<file path="src/rtl/ps2_kbd_matrix.sv">
// PS/2 set-2 keyboard receiver that maintains the Z88 active-low key matrix.
// The raw ps2clk/ps2dat lines are only ever read; this block never drives them.
module ps2_kbd_matrix #(
  parameter int CLK_HZ      = 25175000,
  parameter int TIMEOUT_US  = 2000,
  parameter int SYNC_STAGES = 2
) (
  input  logic        clk,
  input  logic        reset_n,
  input  logic        ps2clk,
  input  logic        ps2dat,
  output logic [63:0] kbmat_out,
  output logic        scan_vld,
  output logic [7:0]  scan_code,
  output logic        frame_err
);

  localparam int WD_LOAD = (CLK_HZ / 1000000) * TIMEOUT_US;
  localparam int WD_W    = $clog2(WD_LOAD + 1);

  typedef enum logic [1:0] {RX_IDLE, RX_DATA, RX_PARITY, RX_STOP} rx_state_t;
  typedef enum logic {DEC_NORM, DEC_SKIP} dec_state_t;

  logic [SYNC_STAGES-1:0] clk_sync_reg, dat_sync_reg;
  logic                   clk_prev_reg;
  logic                   ps2clk_s, ps2dat_s, fall;

  rx_state_t   rx_state_reg, rx_state_next;
  logic [2:0]  bit_cnt_reg;
  logic [7:0]  shift_reg;
  logic        par_ok_reg;
  logic [WD_W-1:0] wd_cnt_reg;
  logic        wd_expired, done_next, err_next;

  dec_state_t  dec_state_reg, dec_state_next;
  logic [2:0]  skip_cnt_reg, skip_cnt_next;
  logic        ext_reg, ext_next, brk_reg, brk_next;
  logic [63:0] kbmat_reg, kbmat_next;
  logic        map_hit;
  logic [5:0]  map_idx;

  // Line synchronisers idle high so reset never fabricates a falling edge.
  always_ff @(posedge clk or negedge reset_n) begin
    if (!reset_n) begin
      clk_sync_reg <= '1;
      dat_sync_reg <= '1;
      clk_prev_reg <= 1'b1;
    end else begin
      clk_sync_reg <= {clk_sync_reg[SYNC_STAGES-2:0], ps2clk};
      dat_sync_reg <= {dat_sync_reg[SYNC_STAGES-2:0], ps2dat};
      clk_prev_reg <= ps2clk_s;
    end
  end

  assign ps2clk_s   = clk_sync_reg[SYNC_STAGES-1];
  assign ps2dat_s   = dat_sync_reg[SYNC_STAGES-1];
  assign fall       = clk_prev_reg & ~ps2clk_s;
  // A falling edge reloads the watchdog, so a completing frame beats expiry.
  assign wd_expired = (rx_state_reg != RX_IDLE) && (wd_cnt_reg == '0) && !fall;

  always_ff @(posedge clk or negedge reset_n) begin
    if (!reset_n) rx_state_reg <= RX_IDLE;
    else          rx_state_reg <= rx_state_next;
  end

  always_comb begin
    rx_state_next = rx_state_reg;
    if (wd_expired) begin
      rx_state_next = RX_IDLE;
    end else if (fall) begin
      case (rx_state_reg)
        RX_IDLE:   if (!ps2dat_s) rx_state_next = RX_DATA;
        RX_DATA:   if (bit_cnt_reg == 3'd7) rx_state_next = RX_PARITY;
        RX_PARITY: rx_state_next = RX_STOP;
        default:   rx_state_next = RX_IDLE;
      endcase
    end
  end

  always_comb begin
    done_next = 1'b0;
    err_next  = 1'b0;
    if (wd_expired) begin
      err_next = 1'b1;
    end else if (fall) begin
      if (rx_state_reg == RX_IDLE && ps2dat_s) err_next = 1'b1;
      if (rx_state_reg == RX_STOP) begin
        done_next = ps2dat_s & par_ok_reg;
        err_next  = ~(ps2dat_s & par_ok_reg);
      end
    end
  end

  always_ff @(posedge clk or negedge reset_n) begin
    if (!reset_n) begin
      bit_cnt_reg <= '0;
      shift_reg   <= '0;
      par_ok_reg  <= 1'b0;
      wd_cnt_reg  <= '0;
      scan_vld    <= 1'b0;
      frame_err   <= 1'b0;
      scan_code   <= '0;
    end else begin
      if (fall)
        wd_cnt_reg <= WD_W'(WD_LOAD);
      else if (rx_state_reg != RX_IDLE && wd_cnt_reg != '0)
        wd_cnt_reg <= wd_cnt_reg - 1'b1;
      if (fall) begin
        case (rx_state_reg)
          RX_IDLE:   bit_cnt_reg <= '0;
          RX_DATA: begin
            shift_reg   <= {ps2dat_s, shift_reg[7:1]};
            bit_cnt_reg <= bit_cnt_reg + 3'd1;
          end
          RX_PARITY: par_ok_reg <= ^{shift_reg, ps2dat_s};
          default:   ;
        endcase
      end
      scan_vld  <= done_next;
      frame_err <= err_next;
      if (done_next) scan_code <= shift_reg;
    end
  end

  // Set-2 code (with E0 prefix in bit 8) to matrix bit, row*8+col.
  always_comb begin
    map_hit = 1'b1;
    map_idx = '0;
    case ({ext_reg, scan_code})
      9'h01C: map_idx = 6'd52;  9'h05A: map_idx = 6'd6;   9'h012: map_idx = 6'd54;
      9'h059: map_idx = 6'd63;  9'h029: map_idx = 6'd46;  9'h066: map_idx = 6'd7;
      9'h076: map_idx = 6'd61;  9'h014: map_idx = 6'd60;  9'h114: map_idx = 6'd60;
      9'h175: map_idx = 6'd11;  9'h172: map_idx = 6'd3;   9'h16B: map_idx = 6'd19;
      9'h174: map_idx = 6'd27;
      9'h016: map_idx = 6'd0;   9'h01E: map_idx = 6'd1;   9'h026: map_idx = 6'd2;
      9'h025: map_idx = 6'd4;   9'h02E: map_idx = 6'd5;   9'h036: map_idx = 6'd8;
      9'h03D: map_idx = 6'd9;   9'h03E: map_idx = 6'd10;  9'h046: map_idx = 6'd12;
      9'h045: map_idx = 6'd13;  9'h015: map_idx = 6'd14;  9'h01D: map_idx = 6'd15;
      9'h024: map_idx = 6'd16;  9'h02D: map_idx = 6'd17;  9'h02C: map_idx = 6'd18;
      9'h035: map_idx = 6'd20;  9'h03C: map_idx = 6'd21;  9'h043: map_idx = 6'd22;
      9'h044: map_idx = 6'd23;  9'h04D: map_idx = 6'd24;  9'h01B: map_idx = 6'd25;
      9'h023: map_idx = 6'd26;  9'h02B: map_idx = 6'd28;  9'h034: map_idx = 6'd29;
      9'h033: map_idx = 6'd30;  9'h03B: map_idx = 6'd31;  9'h042: map_idx = 6'd32;
      9'h04B: map_idx = 6'd33;  9'h01A: map_idx = 6'd34;  9'h022: map_idx = 6'd35;
      9'h021: map_idx = 6'd36;  9'h02A: map_idx = 6'd37;  9'h032: map_idx = 6'd38;
      9'h031: map_idx = 6'd39;  9'h03A: map_idx = 6'd40;
      default: map_hit = 1'b0;
    endcase
  end

  always_ff @(posedge clk or negedge reset_n) begin
    if (!reset_n) begin
      dec_state_reg <= DEC_NORM;
      skip_cnt_reg  <= '0;
      ext_reg       <= 1'b0;
      brk_reg       <= 1'b0;
      kbmat_reg     <= '1;
    end else begin
      dec_state_reg <= dec_state_next;
      skip_cnt_reg  <= skip_cnt_next;
      ext_reg       <= ext_next;
      brk_reg       <= brk_next;
      kbmat_reg     <= kbmat_next;
    end
  end

  always_comb begin
    dec_state_next = dec_state_reg;
    if (scan_vld) begin
      if (dec_state_reg == DEC_NORM && scan_code == 8'hE1) dec_state_next = DEC_SKIP;
      if (dec_state_reg == DEC_SKIP && skip_cnt_reg == 3'd1) dec_state_next = DEC_NORM;
    end
  end

  always_comb begin
    skip_cnt_next = skip_cnt_reg;
    ext_next      = ext_reg;
    brk_next      = brk_reg;
    kbmat_next    = kbmat_reg;
    if (scan_vld) begin
      if (dec_state_reg == DEC_SKIP) begin
        skip_cnt_next = skip_cnt_reg - 3'd1;
      end else begin
        case (scan_code)
          8'hE0: ext_next = 1'b1;
          8'hF0: brk_next = 1'b1;
          8'hE1: skip_cnt_next = 3'd7;  // Pause: E1 plus seven trailing bytes
          8'hAA, 8'hFA, 8'hFE: ;
          default: begin
            if (map_hit) kbmat_next[map_idx] = brk_reg;
            ext_next = 1'b0;
            brk_next = 1'b0;
          end
        endcase
      end
    end
  end

  assign kbmat_out = kbmat_reg;

endmodule

</file>
<file path="config.mk">
export PLATFORM = sky130hd
export DESIGN_NAME = ps2_kbd_matrix
export DESIGN_NICKNAME = d
export VERILOG_FILES = /design/src/rtl/ps2_kbd_matrix.sv
export SDC_FILE = /design/constraint.sdc
export NUM_CORES = 1
export LEC_CHECK = 0
export ABC_AREA = 0
export BUFFER_PORTS_ARGS = -buffer_cell sky130_fd_sc_hd__buf_2
export CORE_MARGIN = 4
export CORE_UTILIZATION = 43
export CTS_CLUSTER_DIAMETER = 80
export CTS_CLUSTER_SIZE = 12
export DETAILED_ROUTE_END_ITERATION = 12
export PLACE_DENSITY = 0.68
export SKIP_LAST_GASP = 1
export SLEW_MARGIN = 20
export SYNTH_ARGS = -nofsm -noshare
export SYNTH_HDL_FRONTEND = slang
export SYNTH_SLANG_ARGS = --single-unit
</file>
<file path="constraint.sdc">
create_clock -name clk -period 3.3 [get_ports clk]
set_input_delay 0 -clock clk [delete_from_list [all_inputs] [get_ports clk]]
set_output_delay 0 -clock clk [all_outputs]
set_load 0.05 [all_outputs]
</file>
==> out/metrics.csv <==
stage,metric,value,unit
timing,worst max-slew margin expressed relative to the limit,56.8,%
power,P per Cell Area,576,nW/um2
power,switching power summed over all nets,1370,uW
layout,fraction of final layout cells sized beyond drive strength 1,41.3,%
synth,Post-synth top flop,sky130_fd_sc_hd__dfstp_2,
worst_setup_path,number of cells on the worst reg-to-reg path,10,
clock_network,level count of the clock H-tree,4,
timing,max-slew violation count,0,
detailed_routing,Vias/cell,5.58,
power,largest voltage drop on the vdd net,0.000396,V
clock_network,clock-pin slew of the registers on the worst-case setup and hold paths,60,ps
synth,share of cell area taken by muxes after synthesis,11.1,%
synth,"share of synthesized cell area in full adder, half adder and majority cells",1.83,%
worst_setup_path,worst-path maximum fanout,15,
detailed_routing,routed wire length per instance,17.8,um
synth,area fraction of the dominant cell type after synthesis,29.4,%
synth,leading cell types by count after synthesis,"93 x sky130_fd_sc_hd__nand2_1, 69 x sky130_fd_sc_hd__dfstp_2, 53 x sky130_fd_sc_hd__mux2_2, 46 x sky130_fd_sc_hd__dfrtp_1, 38 x sky130_fd_sc_hd__nor2_1",
power,power share of the sequential group,38.6,%
worst_setup_path,critical path class,reg2reg,
clock_network,Post-CTS Setup Repair Bufs,0,
clock_network,CTS Root Cell,sky130_fd_sc_hd__clkbuf_16,
synth,post-synthesis share of cell area spent on xor and xnor gates,2.84,%
detailed_routing,Detail Route met2 WL,7780,um
placement,routability cong.,0.920,
clock_network,sinks on the clock net,115,
synth,most common cell in the synthesized netlist,sky130_fd_sc_hd__nand2_1,
detailed_routing,DR iter-0 viols,423,
synth,compound-cell area share of the yosys netlist,7.53,%
worst_hold_path,type of the tightest min-delay check,in2async,
layout,final design instance area without fill,7640,um2
grt,total global routing overflow,0,
detailed_routing,Vias,5055,
layout,footprint of the multi-input gates,2960,um2
layout,"count of placed standard cells in the final layout, fillers left out",906,
synth,sequential-to-total area share from yosys stat,48.1,%
placement,count of placed standard cells including taps,871,
timing,portion of the clock cycle consumed by the worst path in the final layout,96.1,%
timing,setup repair after global routing missed its margin,false,
detailed_routing,met3 wirelength from detailed routing,891,um
grt,initial antenna violation count,0,
layout,fill count,1165,
clock_network,Skew-Pair Late Insertion Delay,420,ps
synth,number of cells produced by synthesis,612,
layout,area used by sequential logic in the layout,2970,um2
worst_setup_path,startpoint types,flop,
floorplanning,I/O pin count,78,
detailed_routing,detailed-router iteration count before antenna repair,5,
worst_setup_path,r2r setup slk,130,ps
power,clock power share,42.2,%
grt,via count of the first global-routing pass,5082,
synth,synth warn,0,
worst_setup_path,worst path required time,3640,ps
timing,Tmin final,3170,ps
floorplanning,Die Ht,128,um
detailed_routing,total wire length after detailed routing,16100,um
synth,Area contributors post-synth,"sky130_fd_sc_hd__dfstp_2 29%, sky130_fd_sc_hd__dfrtp_1 19%, sky130_fd_sc_hd__mux2_2 9.7%",
grt,first-pass GRT wire length,26500,um
synth,dominant combinational cell family by area after synthesis,simple AND/OR/NAND/NOR gates,
timing,Setup Skew,6.67,ps
grt,pin count of the biggest net entering global routing,51,
floorplanning,number of cell rows,43,
power,switching part of the total power,31.0,%
worst_setup_path,crit end category,flop,
synth,cell taking the most area after synthesis,sky130_fd_sc_hd__dfstp_2,
layout,area added between synthesis and finish,24.0,%
worst_setup_path,R2R Path Start,scan_code[2],
synth,average footprint of a synthesized cell,10.1,um2
timing,number of setup violations in the final report,0,
synth,"basic-gate share of the synthesized area counting and, or, nand and nor cells",24.4,%
placement,placed wire-length estimate after detailed placement,11600,um
floorplanning,core outline area,13900,um2
timing,final count of hold timing violations,0,
placement,Port-buffer cells,77,
floorplanning,initial core utilization,44.2,%
clock_network,deepest clock path buffer count,2,
power,Comb pwr share,19.2,%
grt,total global routing track utilization,20.7,%
synth,Unique masters post-synth,63,
floorplanning,Chip Width,128,um
job,number of max-capacitance violations reported,0,
synth,post-synthesis instance area,6160,um2
floorplanning,die outline area,16300,um2
layout,Antenna diodes,0,
clock_network,TritonCTS Buffers,17,
synth,number of enable-type register cells in the synthesized netlist,0,
detailed_routing,post-route met1 wirelength,6910,um
power,leakage power,0.00335,uW
layout,number of flip-flops in the largest register,64,
synth,flip-flop and latch count after synthesis,115,
timing,worst-margin pin slew,648,ps
worst_setup_path,capture instance of the worst register-to-register path,kbmat_out[37],
clock_network,clock tree from TritonCTS,done,
layout,post-layout net count,726,
detailed_routing,Post-route DRC,0,
detailed_routing,Top Layer Used,met4,
layout,end-of-flow core utilization,54.9,%
synth,Synth async-reset ratio,100,%
timing,aggregate negative setup slack,0,ps
detailed_routing,DRT antenna net count,0,
power,internal power summed over all cells,3040,uW
timing,maximum clock rate,315,MHz
worst_setup_path,arrival time at the worst endpoint,3510,ps
placement,placed instance area,7000,um2
outcome,outcome,finished clean,
synth,synthesized netlist net count,625,
timing repair:
action                                  4_1_cts  5_1_grt
endpoints found under the setup margin        0       23
endpoints found under the hold margin        50        0
gates resized for setup                       0        6
hold buffers                                  3        0
area by class of cell:
cell class,count,share of cell area [%]
Clock buffer,18,5.61
Clock inverter,14,2.14
Inverter,10,0.491
Multi-Input combinational cell,435,38.7
Sequential cell,115,38.8
Tap cell,180,2.95
Timing Repair Buffer,134,11.3
power groups by stage:
| stage | Sequential (uW) | Combinational [uW] | Clock, uW |
|---|---|---|---|
| 2_1_floorplan | 1700 | 583 | 0 |
| 3_3_place_gp | 1710 | 823 | 0 |
| 3_5_place_dp | 1720 | 837 | 0 |
| 4_1_cts | 1700 | 847 | 1910 |
| 5_1_grt | 1720 | 944 | 1980 |
| 6_report | 1700 | 844 | 1860 |
layout by cell type, fill, tap and decap left out, drive strengths merged, types with 6 or more instances in the layout:
master | netlist | final
buf | 17 | 131
nand2 | 93 | 93
dfstp | 69 | 69
mux2 | 58 | 58
dfrtp | 46 | 46
nor2 | 38 | 38
inv | 10 | 20
nand2b | 19 | 19
clkbuf | 35 | 18
nand3 | 17 | 17
nor3 | 17 | 17
o21ai | 17 | 17
a21oi | 15 | 15
xnor2 | 15 | 15
nor2b | 12 | 12
nand4 | 10 | 10
nor4 | 10 | 10
ha | 9 | 9
nor3b | 9 | 9
nor4bb | 8 | 8
or3 | 8 | 8
nor4b | 8 | 8
or4 | 6 | 6
and3 | 6 | 6
worst max path at each step:
stage | startpoint | end | slack (ps) | cells past startpoint
6_report | scan_code[2] | kbmat_out[37] | 130 | 10
5_1_grt | scan_code[0] | kbmat_out[0] | 8 | 9
2_1_floorplan | scan_code[5] | kbmat_out[40] | 150 | 10
4_1_cts | scan_code[7] | kbmat_out[37] | 50 | 10
3_5_place_dp | scan_code[7] | kbmat_out[37] | 80 | 10
3_3_place_gp | scan_code[7] | kbmat_out[37] | 70 | 8
worst max-delay path, stage by stage (launching register included):
cell and delay (ps):
sky130_fd_sc_hd__dfrtp_1 470, sky130_fd_sc_hd__buf_4 200, sky130_fd_sc_hd__buf_4 180, sky130_fd_sc_hd__nor2b_1 150, sky130_fd_sc_hd__a22oi_1 80, sky130_fd_sc_hd__or4b_2 670
sky130_fd_sc_hd__o311ai_1 140, sky130_fd_sc_hd__and3b_1 300, sky130_fd_sc_hd__nor3b_2 460, sky130_fd_sc_hd__nand2_1 120, sky130_fd_sc_hd__mux2_1 330
routing by layer:
metal / up-vias / GRT usage (%)
met5: - / 0
met4: 0 / 9.86
met3: 44 / 5.08
met2: 163 / 32.6
met1: 2482 / 26.9
li1: 2366 / -
kinds of logic after synthesis:
kind of cell | after synthesis
simple gates | 275
flops | 115
compound gates | 70
buf+inv | 62
mux | 61
xor+xnor | 20
fa+ha+maj | 9
metrics by stage:
| stage | total power, uW | setup slack, ps | hold slack (ps) |
|---|---|---|---|
| floorplan | 2290 | 150 | -296 |
| global placement | 2530 | 74.2 | 63.2 |
| detailed placement | 2550 | 78.2 | 69.3 |
| CTS | 4450 | 53.4 | 156 |
| global route | 4640 | 8.25 | 213 |
| finish | 4410 | 130 | 151 |
Note: power is estimated with default switching activity, not from simulation.
